[src/rtl/mem_port_arbiter.sv]
// Purpose: round-robin owner of the single memory port for fetch (0), load/store (1) and DMA/debug (2).
// Latency: grant 1 cycle after request is sampled, ack at earliest 3 cycles; one IDLE cycle between accesses.
// Backpressure: requests are level-held until ack; memory stalls the owner by holding mem_mfc low.
// Optional build macro MEM_ARB_TIMEOUT_EN bounds ACCESS to TIMEOUT cycles and flags expiry on err.
module mem_port_arbiter #(
  parameter int ADDR_W  = 16,
  parameter int DATA_W  = 16,
  parameter int TIMEOUT = 64
) (
  input  logic                clk,
  input  logic                rst,
  input  logic [2:0]          req,
  input  logic [2:0]          req_rw,
  input  logic [3*ADDR_W-1:0] req_addr,
  input  logic [3*DATA_W-1:0] req_wdata,
  output logic [2:0]          gnt,
  output logic [2:0]          ack,
  output logic                err,
  output logic [DATA_W-1:0]   rdata,
  output logic                busy,
  output logic                mem_en,
  output logic                mem_rw,
  output logic [ADDR_W-1:0]   mem_addr,
  output logic [DATA_W-1:0]   mem_wdata,
  input  logic                mem_mfc,
  input  logic [DATA_W-1:0]   mem_rdata
);

  typedef enum logic [1:0] {
    S_IDLE   = 2'd0,
    S_GRANT  = 2'd1,
    S_ACCESS = 2'd2,
    S_DONE   = 2'd3
  } state_t;

  state_t            state, state_nxt;
  logic [1:0]        ptr;        // highest-priority requester for the next arbitration
  logic [1:0]        owner;      // requester holding the port
  logic [1:0]        win;
  logic              win_vld;
  logic [1:0]        cand0, cand1, cand2;
  logic              sel_rw;
  logic [ADDR_W-1:0] sel_addr;
  logic [DATA_W-1:0] sel_wdata;
  logic              to_hit;     // ACCESS has run its full timeout budget this cycle
  logic              err_q;

  // Requester indices wrap 2 -> 0.
  function automatic logic [1:0] inc3(input logic [1:0] x);
    return (x == 2'd2) ? 2'd0 : x + 2'd1;
  endfunction

  // Rotating-priority search starting at ptr.
  always_comb begin
    cand0   = ptr;
    cand1   = inc3(ptr);
    cand2   = inc3(cand1);
    win     = ptr;
    win_vld = |req;
    if (req[cand0])      win = cand0;
    else if (req[cand1]) win = cand1;
    else if (req[cand2]) win = cand2;
  end

  // Mux the winner's request fields out of the packed buses.
  always_comb begin
    sel_rw    = 1'b0;
    sel_addr  = '0;
    sel_wdata = '0;
    for (int i = 0; i < 3; i++) begin
      if (win == 2'(i)) begin
        sel_rw    = req_rw[i];
        sel_addr  = req_addr[i*ADDR_W +: ADDR_W];
        sel_wdata = req_wdata[i*DATA_W +: DATA_W];
      end
    end
  end

`ifdef MEM_ARB_TIMEOUT_EN
  localparam int CNT_W = (TIMEOUT > 2) ? $clog2(TIMEOUT) : 1;
  logic [CNT_W-1:0] to_cnt;

  // Counts ACCESS cycles; held at zero elsewhere so every ACCESS entry starts from zero.
  always_ff @(posedge clk or posedge rst) begin
    if (rst)                     to_cnt <= '0;
    else if (state == S_ACCESS)  to_cnt <= to_cnt + 1'b1;
    else                         to_cnt <= '0;
  end

  assign to_hit = (state == S_ACCESS) && (to_cnt == CNT_W'(TIMEOUT - 1));
`else
  // Without the counter ACCESS waits for mem_mfc indefinitely.
  logic unused_timeout;
  assign unused_timeout = (TIMEOUT >= 2);
  assign to_hit         = 1'b0;
`endif

  // State register; async reset aborts any transaction in flight.
  always_ff @(posedge clk or posedge rst) begin
    if (rst) state <= S_IDLE;
    else     state <= state_nxt;
  end

  // Next-state decode; mem_mfc only matters in ACCESS, and it beats a simultaneous timeout.
  always_comb begin
    state_nxt = state;
    case (state)
      S_IDLE:   if (win_vld) state_nxt = S_GRANT;
      S_GRANT:  state_nxt = S_ACCESS;
      S_ACCESS: if (mem_mfc || to_hit) state_nxt = S_DONE;
      S_DONE:   state_nxt = S_IDLE;
      default:  state_nxt = S_IDLE;
    endcase
  end

  // Transaction registers: latch the winner in IDLE, capture read data on MFC, rotate on completion.
  always_ff @(posedge clk or posedge rst) begin
    if (rst) begin
      ptr       <= 2'd0;
      owner     <= 2'd0;
      mem_rw    <= 1'b0;
      mem_addr  <= '0;
      mem_wdata <= '0;
      rdata     <= '0;
      err_q     <= 1'b0;
    end else begin
      case (state)
        S_IDLE: begin
          if (win_vld) begin
            owner     <= win;
            mem_rw    <= sel_rw;
            mem_addr  <= sel_addr;
            mem_wdata <= sel_wdata;
          end
        end
        S_ACCESS: begin
          if (mem_mfc && mem_rw) rdata <= mem_rdata;
          // Only set on the cycle ACCESS is left by expiry; a late MFC wins.
          err_q <= !mem_mfc && to_hit;
        end
        S_DONE: begin
          ptr   <= inc3(owner);
          err_q <= 1'b0;
        end
        default: ;
      endcase
    end
  end

  // Moore outputs decoded from the state and owner registers.
  assign busy   = (state != S_IDLE);
  assign mem_en = (state == S_ACCESS);
  assign gnt    = busy ? (3'b001 << owner) : 3'b000;
  assign ack    = (state == S_DONE) ? (3'b001 << owner) : 3'b000;
  assign err    = err_q;

endmodule

[config.mk]
export PLATFORM = sky130hd
export DESIGN_NAME = mem_port_arbiter
export DESIGN_NICKNAME = d
export VERILOG_FILES = /design/src/rtl/mem_port_arbiter.sv
export SDC_FILE = /design/constraint.sdc
export NUM_CORES = 1
export LEC_CHECK = 0
export CAP_MARGIN = 20
export CORE_ASPECT_RATIO = 0.7
export CORE_MARGIN = 2
export CORE_UTILIZATION = 40
export DETAILED_ROUTE_END_ITERATION = 10
export GPL_TIMING_DRIVEN = 1
export MAX_ROUTING_LAYER = met4
export PLACE_DENSITY = 0.81
export SLEW_MARGIN = 20
export SYNTH_ARGS = -nofsm -noshare
export SYNTH_HDL_FRONTEND = slang
export SYNTH_SLANG_ARGS = --single-unit
[constraint.sdc]
create_clock -name clk -period 2.4 [get_ports clk]
set_input_delay 0.24 -clock clk [delete_from_list [all_inputs] [get_ports clk]]
set_output_delay 0.24 -clock clk [all_outputs]
set_load 0.1 [all_outputs]
==> results_dict.tcl, run 1 <==
set metrics [dict create \
    run_status "finished clean" \
    worst_path_max_delay_cell "clkdlybuf4s50_1" \
    yosysMostFrequentCell "nand2_1" \
    crit_fanout 15 \
    arrival_ns 2.30 \
    track_usage_pct 25.5 \
    drt_iter0_markers 342 \
    synthArstFlopShare_pct 100 \
    drv_cap 0 \
    syn_nets 509 \
    drv_slew 0 \
    cp-end-kind "register" \
    syn_area_sq_mm 0.00345 \
    cp.required_ns 2.55 \
    critPathTopFamily "buffers and inverters" \
    die_w_um 115 \
    layout-drive-gt1-share_pct 23.7 \
    avgSynthCellArea_sq_um 8.96 \
    rows 28 \
    numCtsBuffers 5 \
    cts_buffer_depth 2 \
    insertion_delay_ns 0.29 \
    core-area_sq_mm 0.00841 \
    hold_buffers 0 \
    io_pins 179 \
    die-area_sq_mm 0.00939 \
    port_buffers 177 \
    maxSlewHeadroom_pct 43.1 \
    ys_top_cells_by_count "nand2_1 (57), dfrtp_1 (55), a21oi_1 (37)" \
    gp_congestion 0.901 \
    antenna_found_initial 0 \
    grt_pass1_wl_um 18300 \
    ys_seq_elements 55 \
    worstSetupPathType "input pin to register" \
    rsz0062_at_grt "no" \
    netlist_instances 385 \
    syn_to_final_growth_pct 55.7 \
    cp-start-kind "input pin" \
    root_buffer "clkbuf_16" \
    fmax_ghz 0.464 \
    layout.nets 677 \
    drcViolationCount 0 \
    tightest_slew_ns 0.854 \
    dp_hpwl_um 8580 \
    grt_pass1_vias 3670 \
    finalCriticalPeriod_ns 2.16 \
    dieHeight_um 81.7 \
    finalHoldViolCount 0 \
    wl_per_cell_um 17.8 \
    cts_setup_buffers 0 \
    gr-total-overflow 0 \
    yosys.area.top_type "dfrtp_1" \
    synthFlopType "dfrtp_1" \
    tritoncts "done" \
    holdWs_ns 0.327 \
    synth.yosys.seq_area_share_pct 39.9 \
    synth_warnings 0 \
    finalCritPeriodShare_pct 89.8 \
    fin_skew_ns 0.00461 \
    start_util_pct 41.0 \
    clock-sinks 55 \
    cts-resized-gates 0 \
    yosysUniqueCellTypes 42 \
    ant_nets 0 \
    min_path_type "input pin to async pin" \
    slowest_delay_ns 0.68 \
    h-tree-depth 2 \
    vias 3766 \
    first_pass_iters 5 \
    clkTransAtPathRegs_ns 0.07 \
    vias_per_cell 5.72 \
    grt_max_degree 34 \
    synth-edff-count 0 \
    path_cells "clkdlybuf4s50_1, buf_4, inv_1, o21ai_0, a31oi_1, a2111oi_0, nor3_1" \
    yosysTopAreaCellShare_pct 39.9 \
    ys_top_cells_by_area "dfrtp_1 (40%), a221oi_2 (8.3%), nand2_1 (6.2%)" \
    setup_violations 0 \
    wirelength_um 11700 \
    n_antenna_cell 0 \
    critPathBufInv 3 \
]
[registers in the layout, summed over array words and instances (netlist names)]
| signal | cells |
|---|---|
| mem_wdata | 16 |
| mem_rw | 1 |
| state | 2 |
| owner | 2 |
| rdata | 16 |
| mem_addr | 16 |
| cand0 | 2 |
[cells in the final DEF (no fill, tap or decap), types with 3 or more instances in the layout]
master | Yosys | routed
clkdlybuf4s50_1 | 0 | 120
buf_4 | 5 | 70
nand2_1 | 57 | 57
dfrtp_1 | 55 | 55
a21oi_1 | 37 | 37
nor2_1 | 31 | 29
o21ai_1 | 29 | 29
o21ai_0 | 28 | 28
o211ai_1 | 22 | 22
a221oi_2 | 19 | 19
mux2_2 | 16 | 16
o22ai_1 | 9 | 9
nor3_1 | 6 | 5
nand2b_1 | 5 | 5
inv_1 | 6 | 5
clkbuf_16 | 0 | 5
a221oi_1 | 3 | 3
ha_1 | 3 | 3
buf_12 | 0 | 3
[final cells by class]
class                      count  area (sq um)
sequential                    55          1380
fill                         690          3040
tap                          105           131
multi-input combinational    291          1890
inverter                       7          26.3
timing repair buffer         193          1790
clock buffer                   6           129
clock inverter                 1          30.0
[worst paths after layout]
check | to | startpoint | cells after the start | slack (ns)
worst min register to register | mem_addr[1]$_DFFE_PP0P_ | mem_addr[1]$_DFFE_PP0P_ | 2 | 0.49
worst max-delay path | mem_wdata[9]$_DFFE_PP0P_ | req[1] | 7 | 0.24
min in group clk | mem_addr[1]$_DFFE_PP0P_ | mem_addr[1]$_DFFE_PP0P_ | 2 | 0.49
worst max register to register | mem_wdata[9]$_DFFE_PP0P_ | cand0[1]$_DFFE_PP0P_ | 5 | 0.34
max in group asynchronous | mem_wdata[4]$_DFFE_PP0P_ | rst | 3 | 1.39
worst min-delay path | rdata[2]$_DFFE_PP0P_ | rst | 2 | 0.33
[routing by layer]
metal  global-route usage, %  vias to the layer above  wire, um
li1                        -                     1747         -
met1                    34.6                     1819      5220
met2                    40.9                      185      5470
met3                    3.03                       15       848
met4                    6.87                        0       167
met5                       -                        -         0
[through the flow]
stage,setup TNS [ns],util (%),worst slack (ns),cell area (sq um),cells
2_1_floorplan,-2.33,-,-0.753,3460,385
3_3_place_gp,-0.0109,61.9,-0.0109,5210,651
3_5_place_dp,-0.261,61.9,-0.0569,5210,651
4_1_cts,0,63.8,0.154,5370,658
5_1_grt,0,63.9,0.0679,5370,658
6_report,0,63.9,0.244,5370,658
[cell families after synthesis]
family	share of synthesized area, %
simple gates	14.0
mux	5.22
buf+inv	6.20
compound gates	33.1
flops	39.9
other cells	0.109
fa+ha+maj	1.42
Power of run 1 is left out: the tool's default activity adds up to more than one toggle a clock period on the data nets, which glitch-free logic cannot reach.
==> run 2: changes to the inputs <==
Settings changed: GPL_TIMING_DRIVEN 1 to 0.
==> run 2 against run 1 <==
Net effect: worst hold slack improved by 0.076 ns; final cell count grew 2.6%; die area did not move; via count down 0.56%; register-to-register slack better by 0.05 ns; critical endpoint is now busy.
==> results_dict.tcl, run 2 (synthesis gave the netlist of run 1 again) <==
set metrics [dict create \
    setup_violations 0 \
    layout-drive-gt1-share_pct 15.1 \
    die_w_um 115 \
    clkTransAtPathRegs_ns 0.08 \
    nFillCells 716 \
    start_util_pct 41.0 \
    cts_buffer_depth 2 \
    cp-start-kind "register" \
    drcViolationCount 0 \
    gp_congestion 0.835 \
    drv_slew 0 \
    wirelength_um 11600 \
    busiest_layer "met2" \
    root_buffer "clkbuf_16" \
    gr-total-overflow 0 \
    syn_to_final_growth_pct 60.1 \
    fmax_ghz 0.434 \
    stdcell_count 675 \
    grt_pass1_wl_um 17700 \
    rows 28 \
    n_antenna_cell 0 \
    use_met1_pct 32.7 \
    vias 3745 \
    mostFrequentLayoutCell "clkdlybuf4s50_1" \
    clock-sinks 55 \
    rsz0062_at_grt "no" \
    seqCellArea_sq_mm 0.00138 \
    tightest_slew_ns 1.01 \
    tritoncts "done" \
    die-area_sq_mm 0.00939 \
    final_cell_mix "clkdlybuf4s50_1 (169), nand2_1 (57), dfrtp_1 (55)" \
    drv_cap 0 \
    h-tree-depth 2 \
    finalCritPeriodShare_pct 96.1 \
    cp.required_ns 2.16 \
    holdWs_ns 0.404 \
    worstSetupPathType "register to primary output" \
    cts_setup_buffers 0 \
    multi_input_area_sq_mm 0.00188 \
    reg_top3 "mem_addr x16, mem_wdata x16, rdata x16" \
    numCtsBuffers 5 \
    io_pins 179 \
    grt_max_degree 56 \
    drt_iter0_markers 227 \
    grt_use_met3_pct 4.28 \
    layout.nets 693 \
    grt_pass1_vias 3548 \
    run_status "finished clean" \
    finalCriticalPeriod_ns 2.31 \
    fin_skew_ns 0.00955 \
    dieHeight_um 81.7 \
    wl_per_cell_um 17.1 \
    dp_hpwl_um 8720 \
    port_buffers 177 \
    track_usage_pct 24.7 \
    cp-end-kind "primary output" \
    insertion_delay_ns 0.30 \
    placedCellCount 667 \
    min_path_type "input pin to async pin" \
    core-area_sq_mm 0.00841 \
    first_pass_iters 5 \
    ant_nets 0 \
    arrival_ns 2.07 \
    grt.met2_usage_pct 39.5 \
    crit_fanout 8 \
    tns_ns 0 \
    maxSlewHeadroom_pct 32.2 \
    antenna_found_initial 0 \
    finalHoldViolCount 0 \
    vias_per_cell 5.55 \
]
[run 2: metrics by stage]
stage / cell area, sq um / util [%] / setup slack, ns
after floorplan: 3460 / - / -0.753
after global placement: 5370 / 63.8 / -0.270
after detailed placement: 5370 / 63.9 / 0.0221
after CTS: 5530 / 65.8 / 0.0000271
after global routing: 5520 / 65.7 / 0.00297
final: 5520 / 65.7 / 0.0947
[run 2: cell type report]
class	instances	share of cell area, %
multi-input cells	291	34.0
repair buffers	177	31.7
flip-flops and latches	55	24.9
plain buffers	32	3.40
well taps	105	2.38
clock buffers	5	2.27
clock inverters	3	0.838
inverters	7	0.521
[run 2: path summary, 6_finish.rpt]
path,from,to,slack (ns),depth (start not counted)
min in group clk,mem_addr[3]$_DFFE_PP0P_,mem_addr[3]$_DFFE_PP0P_,0.49,2
max in group asynchronous,rst,mem_wdata[14]$_DFFE_PP0P_,1.52,2
hold reg to reg,mem_addr[3]$_DFFE_PP0P_,mem_addr[3]$_DFFE_PP0P_,0.49,2
setup / recovery,state[0]$_DFFE_PP0P_,busy,0.09,4
hold / removal,rst,mem_addr[12]$_DFFE_PP0P_,0.40,2
setup reg to reg,state[1]$_DFFE_PP0P_,mem_wdata[2]$_DFFE_PP0P_,0.39,7
[run 2: worst max-delay path, stage by stage, from the launching register on]
cell,delay [ns]
dfrtp_1,0.38
inv_1,0.07
ha_1,0.29
inv_1,0.14
dlygate4sd2_1,0.89
[run 2: timing repair]
action | CTS | global route
cloned | 0 | 0
hold buffers | 0 | 0
endpoints found under the hold margin | 0 | 0
resized for setup | 8 | 10
endpoints found under the setup margin | 8 | 5
[run 2: routing by layer]
layer / part of all wire [%] / routed length (um)
met1: 44 / 5120
met2: 47 / 5380
met3: 7.6 / 882
met4: 1.4 / 163
met5: 0 / 0
Power of run 2 is left out for the same reason.
